==> src/rtl/seq_ctrl.sv <==
// seq_ctrl: multi-cycle instruction sequencer for the 8-bit computer.
// Steps each instruction through FETCH/DECODE/EXEC/MEM/WB, drives the
// datapath strobes from the registered state and the IR opcode, and adds
// run/halt control, a memory-timeout fault and a retired-instruction count.
module seq_ctrl #(
    parameter int CNT_W       = 16,
    parameter int MEM_TIMEOUT = 15
) (
    input  logic             clk,
    input  logic             rst_n,
    input  logic             run,
    input  logic [3:0]       instr,
    input  logic             zero,
    input  logic             mem_ack,
    output logic             mem_req,
    output logic             ir_load,
    output logic             pc_inc,
    output logic             pc_load,
    output logic             jctrl,
    output logic             jrctrl,
    output logic             memread,
    output logic             memwrite,
    output logic             memtoreg,
    output logic             regwrite,
    output logic             link,
    output logic [2:0]       ALUop,
    output logic [2:0]       state,
    output logic             halted,
    output logic             fault,
    output logic             illegal,
    output logic [CNT_W-1:0] instret
);

    localparam logic [2:0] S_IDLE   = 3'd0;
    localparam logic [2:0] S_FETCH  = 3'd1;
    localparam logic [2:0] S_DECODE = 3'd2;
    localparam logic [2:0] S_EXEC   = 3'd3;
    localparam logic [2:0] S_MEM    = 3'd4;
    localparam logic [2:0] S_WB     = 3'd5;
    localparam logic [2:0] S_FAULT  = 3'd6;

    localparam logic [3:0] OP_ADD  = 4'd0;
    localparam logic [3:0] OP_NAND = 4'd2;
    localparam logic [3:0] OP_SLT  = 4'd4;
    localparam logic [3:0] OP_SLTU = 4'd5;
    localparam logic [3:0] OP_SL   = 4'd6;
    localparam logic [3:0] OP_SR   = 4'd7;
    localparam logic [3:0] OP_LW   = 4'd8;
    localparam logic [3:0] OP_SW   = 4'd9;
    localparam logic [3:0] OP_ADDI = 4'd10;
    localparam logic [3:0] OP_JR   = 4'd11;
    localparam logic [3:0] OP_BEQ  = 4'd12;
    localparam logic [3:0] OP_JAL  = 4'd13;
    localparam logic [3:0] OP_HALT = 4'd15;

    // Last wait count before the limit; a miss here means the limit is reached.
    localparam logic [7:0] TMO_LAST = 8'(MEM_TIMEOUT - 1);
    localparam logic [CNT_W-1:0] CNT_ONE = {{(CNT_W-1){1'b0}}, 1'b1};

    // ALU function for an opcode.
    function automatic logic [2:0] alu_op_f(input logic [3:0] op);
        logic [2:0] f;
        case (op)
            OP_ADD, OP_ADDI: f = 3'b111;
            OP_NAND:         f = 3'b001;
            OP_SLT, OP_SLTU: f = 3'b010;
            OP_SL:           f = 3'b011;
            OP_SR:           f = 3'b100;
            OP_BEQ:          f = 3'b101;
            default:         f = 3'b000;
        endcase
        return f;
    endfunction

    // Undefined opcodes trap in DECODE.
    function automatic logic is_illegal_f(input logic [3:0] op);
        logic r;
        case (op)
            4'd1, 4'd3, 4'd14: r = 1'b1;
            default:           r = 1'b0;
        endcase
        return r;
    endfunction

    logic [2:0]       state_r;
    logic [2:0]       state_nxt_s;
    logic [7:0]       tmo_r;
    logic [CNT_W-1:0] instret_r;
    logic             retire_s;
    logic             tmo_hit_s;
    logic [2:0]       retire_nxt_s;

    assign state   = state_r;
    assign instret = instret_r;

    // Timeout fires when this wait cycle would bring the counter to the limit.
    always_comb begin
        tmo_hit_s    = mem_req && !mem_ack && (tmo_r == TMO_LAST);
        retire_nxt_s = run ? S_FETCH : S_IDLE;
    end

    // Next-state, strobe and retirement decode from state, opcode and handshake.
    always_comb begin
        state_nxt_s = state_r;
        retire_s    = 1'b0;
        mem_req     = 1'b0;
        ir_load     = 1'b0;
        pc_inc      = 1'b0;
        pc_load     = 1'b0;
        jctrl       = 1'b0;
        jrctrl      = 1'b0;
        memread     = 1'b0;
        memwrite    = 1'b0;
        memtoreg    = 1'b0;
        regwrite    = 1'b0;
        link        = 1'b0;
        ALUop       = 3'b000;
        halted      = 1'b0;
        fault       = 1'b0;
        illegal     = 1'b0;
        case (state_r)
            S_IDLE: begin
                halted = 1'b1;
                if (run) begin
                    state_nxt_s = S_FETCH;
                end else begin
                    state_nxt_s = S_IDLE;
                end
            end
            S_FETCH: begin
                mem_req = 1'b1;
                memread = 1'b1;
                if (mem_ack) begin
                    ir_load     = 1'b1;
                    pc_inc      = 1'b1;
                    state_nxt_s = S_DECODE;
                end else if (tmo_hit_s) begin
                    state_nxt_s = S_FAULT;
                end else begin
                    state_nxt_s = S_FETCH;
                end
            end
            S_DECODE: begin
                if (instr == OP_HALT) begin
                    // Halt always parks, even with run still high.
                    retire_s    = 1'b1;
                    state_nxt_s = S_IDLE;
                end else if (is_illegal_f(instr)) begin
                    illegal     = 1'b1;
                    state_nxt_s = S_FETCH;
                end else begin
                    state_nxt_s = S_EXEC;
                end
            end
            S_EXEC: begin
                ALUop = alu_op_f(instr);
                case (instr)
                    OP_ADD, OP_NAND, OP_SLT, OP_SLTU, OP_SL, OP_SR, OP_ADDI: begin
                        state_nxt_s = S_WB;
                    end
                    OP_LW, OP_SW: begin
                        state_nxt_s = S_MEM;
                    end
                    OP_JR: begin
                        jrctrl      = 1'b1;
                        pc_load     = 1'b1;
                        retire_s    = 1'b1;
                        state_nxt_s = retire_nxt_s;
                    end
                    OP_BEQ: begin
                        jctrl       = 1'b1;
                        pc_load     = zero;
                        retire_s    = 1'b1;
                        state_nxt_s = retire_nxt_s;
                    end
                    OP_JAL: begin
                        jctrl       = 1'b1;
                        pc_load     = 1'b1;
                        regwrite    = 1'b1;
                        link        = 1'b1;
                        retire_s    = 1'b1;
                        state_nxt_s = retire_nxt_s;
                    end
                    default: begin
                        // IR changed under us; park rather than guess.
                        state_nxt_s = S_IDLE;
                    end
                endcase
            end
            S_MEM: begin
                mem_req = 1'b1;
                if (instr == OP_LW) begin
                    memread  = 1'b1;
                    memwrite = 1'b0;
                end else begin
                    memread  = 1'b0;
                    memwrite = 1'b1;
                end
                if (mem_ack) begin
                    if (instr == OP_LW) begin
                        state_nxt_s = S_WB;
                    end else begin
                        retire_s    = 1'b1;
                        state_nxt_s = retire_nxt_s;
                    end
                end else if (tmo_hit_s) begin
                    state_nxt_s = S_FAULT;
                end else begin
                    state_nxt_s = S_MEM;
                end
            end
            S_WB: begin
                ALUop       = alu_op_f(instr);
                regwrite    = 1'b1;
                memtoreg    = (instr == OP_LW);
                retire_s    = 1'b1;
                state_nxt_s = retire_nxt_s;
            end
            S_FAULT: begin
                fault       = 1'b1;
                state_nxt_s = S_FAULT;
            end
            default: begin
                // Unused encoding: recover to a safe parked state.
                state_nxt_s = S_IDLE;
            end
        endcase
    end

    // State register with synchronous active-low reset.
    always_ff @(posedge clk) begin
        if (!rst_n) begin
            state_r <= S_IDLE;
        end else begin
            state_r <= state_nxt_s;
        end
    end

    // Wait counter: cleared on every state change, counts unacknowledged requests.
    always_ff @(posedge clk) begin
        if (!rst_n) begin
            tmo_r <= 8'd0;
        end else if (state_nxt_s != state_r) begin
            tmo_r <= 8'd0;
        end else if (mem_req && !mem_ack) begin
            tmo_r <= tmo_r + 8'd1;
        end else begin
            tmo_r <= tmo_r;
        end
    end

    // Retired-instruction counter, wraps naturally at 2^CNT_W.
    always_ff @(posedge clk) begin
        if (!rst_n) begin
            instret_r <= '0;
        end else if (retire_s) begin
            instret_r <= instret_r + CNT_ONE;
        end else begin
            instret_r <= instret_r;
        end
    end

endmodule

==> config.mk <==
export PLATFORM = sky130hd
export DESIGN_NAME = seq_ctrl
export DESIGN_NICKNAME = d
export VERILOG_FILES = /design/src/rtl/seq_ctrl.sv
export SDC_FILE = /design/constraint.sdc
export NUM_CORES = 1
export LEC_CHECK = 0
export CAP_MARGIN = 5
export CORE_ASPECT_RATIO = 1.25
export CORE_MARGIN = 1.5
export CORE_UTILIZATION = 50
export CTS_CLUSTER_DIAMETER = 60
export DETAILED_ROUTE_END_ITERATION = 8
export PLACE_DENSITY = 0.89
export SETUP_SLACK_MARGIN = 0.15
export SLEW_MARGIN = 20
export SYNTH_ARGS = -nofsm -noshare
export SYNTH_HDL_FRONTEND = slang
export SYNTH_SLANG_ARGS = --single-unit
==> constraint.sdc <==
create_clock -name clk -period 2.65 [get_ports clk]
set_clock_uncertainty 0.15 [all_clocks]
set_input_delay 0.53 -clock clk [delete_from_list [all_inputs] [get_ports clk]]
set_output_delay 0.53 -clock clk [all_outputs]
set_load 0.01 [all_outputs]
Yosys cells after proc, flatten, opt, wreduce, memory -nomap -nowiden --
Memories as Yosys holds them, arrays and structs flattened. Cells that the tools add are included.
Storage, ports and cells: logic and storage cells 85, register bits after elaboration 27, bits in read-only memories 96, memories kept 2, output and inout bits 36, input bits 9
Memories:
- (name not given) | words 16, width 3, read ports 1, clocked after memory_dff 0, wr ports 0, RTL line 63 | case (op)
- (name not given) | words 16, width 3, read ports 1, clocked after memory_dff 0, wr ports 0, RTL line 63
Cells by class: bitwise operators 1, add/sub/neg operators 2, eq/ne operators 23, mux-type cells 40, reduce and logical (&&, ||, !) cells 14
Operators with widths (number):
- == test 4 bit, second input constant | 8
- 2-to-1 mux 1 bit | 26
- case mux 3 bit (6 select lines) | 1
- adder 16 x 1 -> 16 bit, second input constant | 1
- == test 4 x 3 -> 1 bit, second input constant | 4
- 2-to-1 mux 3 bit | 4
- OR reduction 2 bit | 6
- == test 3 bit, second input constant | 3
- case mux 3 bit (3 select lines) | 1
- adder 8 x 1 -> 8 bit, second input constant | 1
- == test 4 x 2 -> 1 bit, second input constant | 2
- == test 8 x 4 -> 1 bit, second input constant | 1
- OR reduction 7 bit | 1
- == test 3 x 2 -> 1 bit, second input constant | 2
- 2-to-1 mux 2 bit | 3
- case mux 1 bit (2 select lines) | 3
- case mux 3 bit (2 select lines) | 1
- OR reduction 3 bit | 2
- == test 4 x 1 -> 1 bit, second input constant | 1
- zero test 4 bit | 1
- case mux 1 bit (4 select lines) | 1
- == test 3 x 1 -> 1 bit, second input constant | 1
- zero test 3 bit | 1
- != test 3 bit | 1
- 3 further kinds | 4

Depth between registers and ports, before layout --
word-level depth 10, depth in mapped cells 7, mapped depth without buffers 7

Worst setup path after synthesis --
OpenSTA, ideal clock, no wires.
path type input to output, start point in instr[2], end point out regwrite, slack 0.224 ns, path buffers 2, stages on the path 6, arrival 1.746 ns, data required time 1.970 ns, path through buf_4 > clkbuf_1 > nand2_1 > nor3_1 > and2_1 > a21o_1
Between the ends: longest elaborated chain between the ends 3
Ends and longest elaborated chain:
- start: declaration | RTL line 12 | input logic [3:0] instr,
- == test 4 bit | RTL line 157 | case (instr)
- 2-to-1 mux 1 bit | RTL line 157
- case mux 1 bit (2 select lines) | RTL line 121 | case (state_r)
- end: declaration | RTL line 24 | output logic regwrite,
Every way passes these cells.

Worst setup path after layout --
start point reg state_r[1] (netlist: state[1]), end point out halted
Between the ends: longest elaborated chain between the ends 2
Ends and longest elaborated chain:
- start: declaration | RTL line 85 | logic [2:0] state_r;
- start signal: assignment | RTL line 235 | state_r <= state_nxt_s;
- zero test 3 bit | RTL line 121
- 2-to-1 mux 1 bit | RTL line 121
- end: declaration | RTL line 28 | output logic halted,
Every way passes these cells.

==> flow_metrics.py <==
metrics = {
    "timing": {
        "hold_slack_ps": 342,
        "rsz0062_at_grt": "no",
        "max_freq_ghz": 0.410,
        "finalMaxSlewViolations": 0,
        "hold_viol": 0,
        "slew_headroom_pct": 69.8,
        "tightest_slew_ps": 452,
        "setup_violations": 0,
        "period_needed_ps": 2440,
        "finalCritPeriodShare_pct": 92.1,
    },
    "finish": {
        "instances_no_fill": 349,
        "syn_to_final_growth_pct": 44.4,
        "multi_input_comb_area_um2": 1310,
        "final_cell_mix": "buf_4 (37), nor2_1 (27), dfxtp_1 (27)",
        "ff_latch_area_um2": 541,
        "nets": 323,
        "final_common_cell": "buf_4",
        "n_fill_cell": 237,
        "n_antenna_cell": 0,
        "drive_gt1_share_pct": 24.8,
    },
    "place": {
        "portBuffers": 44,
        "gp_congestion": 0.948,
        "placedCellCount": 339,
        "dp_hpwl_um": 3800,
    },
    "synthesis": {
        "synth_fp_nets": 247,
        "postSynthAreaPerCell_um2": 7.95,
        "yosysWarnings": 0,
        "synth_edf_count": 0,
        "ys_seq_area_share_pct": 28.9,
        "ys.flop_type": "dfxtp_1",
        "yosysUniqueCellTypes": 57,
        "netlist_instances": 235,
        "async_reset_ff_share_pct": 0,
        "synth.cell_area_um2": 1870,
        "ys_seq_elements": 27,
    },
    "drt": {
        "via_per_inst": 6.13,
        "drt-total-wl_um": 5570,
        "via_count": 2138,
        "dr.pass1.iters": 7,
        "drc": 4,
        "antenna_left": 0,
        "wire_per_inst_um": 15.9,
        "drt_iter0_markers": 107,
    },
    "grt": {
        "grt.overflow.total": 0,
        "grt_usage_pct": 26.4,
        "grt_max_degree": 16,
        "grt_pass1_vias": 1930,
        "antenna_found_initial": 0,
        "grt_pass1_wl_um": 8740,
    },
    "floorplanning": {
        "die_h_um": 71.3,
        "rows": 24,
        "fp.dieW_um": 57.7,
        "pin_count": 45,
        "initial_core_util_pct": 52.7,
        "fp.dieArea_um2": 4110,
        "coreArea_um2": 3540,
    },
    "setup_path": {
        "r2r-start": "state[1]",
        "reg2reg_slack_ps": 470,
        "crit_start": "state[1]",
        "cp.required_ps": 1970,
        "worst_r2r_path_depth": 7,
        "crit_type": "reg -> out",
        "critPathCaptureType": "output pin",
        "r2r-end": "instret[15]",
        "cp_max_fo": 8,
        "crit_path_start_kind": "flop",
        "arrival_ps": 1760,
    },
    "power": {
        "power.total_w": 0.000894,
        "power_leakage_nw": 1.10,
        "ir_drop_uv": 257,
        "power_density_nw_per_um2": 331,
    },
    "clock_tree": {
        "clk_latency_ps": 270,
        "postCtsHoldBufs": 0,
        "numCtsBuffers": 3,
        "cts_htree_levels": 1,
        "cts_tree": "yes",
        "cts.reportedPaths.clkPinSlew_ps": 90,
        "root_buffer": "clkbuf_8",
        "cts_sinks": 27,
        "clock_path_buffers": 2,
    },
    "run_status": {
        "violations": "design-rule violations",
        "status": "complete, but fails checks",
    },
    "hold_path": {
        "min_from": "instret[15]",
        "min_to": "instret[15]",
        "worstHoldPathCells": 2,
        "holdCritPathClass": "reg -> reg",
    },
    "job": {
        "cap_violations": 0,
    },
}
## state kept, by name, summed over array words and instances, names as in the netlist
name and cells:
state 3, instret 16, tmo_r 8
## cell usage after synthesis (2+ instances only)
cell | number | area share (%)
dfxtp_1 | 27 | 29
nor2_1 | 27 | 5.4
nand2_1 | 18 | 3.6
a21oi_1 | 15 | 4.0
o21ai_0 | 11 | 2.9
xor2_1 | 11 | 5.2
inv_1 | 9 | 1.8
nand2b_1 | 9 | 3.0
nand3_1 | 9 | 2.4
and3_1 | 7 | 2.3
clkbuf_1 | 7 | 1.4
or3_1 | 7 | 2.3
nor2b_1 | 6 | 2.0
nor3_1 | 5 | 1.3
o211ai_1 | 5 | 2.0
a21o_1 | 3 | 1.2
buf_2 | 3 | 0.80
ha_1 | 3 | 2.0
nand3b_1 | 3 | 1.2
nand4_1 | 3 | 1.0
or4_1 | 3 | 1.2
a211oi_1 | 2 | 0.80
a31oi_1 | 2 | 0.67
and2_1 | 2 | 0.67
buf_4 | 2 | 0.80
mux2i_1 | 2 | 1.1
o2111ai_1 | 2 | 0.94
o2111ai_2 | 2 | 1.6
xnor2_1 | 2 | 0.94
## kinds of logic after synthesis
| kind of cell | count (synthesis) | share of synthesized area, % |
|---|---|---|
| AO/OA/AOI/OAI | 61 | 25.2 |
| flip-flops | 27 | 28.9 |
| AND/OR/NAND/NOR | 107 | 31.7 |
| multiplexers | 2 | 1.07 |
| XOR/XNOR | 13 | 6.10 |
| buffers and inverters | 22 | 5.02 |
| adder cells (fa/ha/maj) | 3 | 2.01 |
## worst max path at each step
stage,endpoint,slack (ps),depth (start not counted)
2_1_floorplan,regwrite,220,6
3_3_place_gp,illegal,-390,6
3_5_place_dp,illegal,-390,6
4_1_cts,ALUop[0],70,5
5_1_grt,jrctrl,160,5
6_report,halted,210,3
## power by group
part,switching [W],total (W),internal [W]
Clock,0.000123,0.000229,0.000105
Combinational,0.000131,0.000242,0.000111
Sequential,0.0000108,0.000423,0.000413
Total,0.000265,0.000894,0.000629
## final cells by class
class	instances	area share, %
Multi-Input combinational cell	186	48.6
Timing Repair Buffer	84	26.6
Sequential cell	27	20.0
Tap cell	39	1.81
Clock buffer	3	1.53
Inverter	9	1.25
Clock inverter	1	0.186
## worst max-delay path, cell delays in order (launching register included)
cell and delay [ps]:
dfxtp_1 400, buf_4 200, nor3_1 290, clkdlybuf4s50_1 600
## metal layers
metal  share of wire, %  track usage (%)  vias to the layer above
met1                 38             31.1                     1000
met2                 52             47.2                      111
met4                2.9             10.9                        0
li1                   -                -                     1004
met3                6.3             3.61                       23
met5                  0                0                        -
## through the flow
step	cell area, um^2	utilization [%]	TNS [ps]	worst slack [ps]
floorplan	1870	-	0	224
global placement	2550	72.0	-4460	-393
detailed placement	2550	72.0	-5020	-386
CTS	2650	74.9	0	74.2
global route	2700	76.1	0	160
finish	2700	76.1	0	210
## what timing repair did
item / CTS / global route
setup buffers: 6 / 0
setup endpoints to repair: 19 / 26
gates resized for setup: 49 / 18
pin swaps: 6 / 6
No activity file was read; power rests on OpenSTA's default activity.
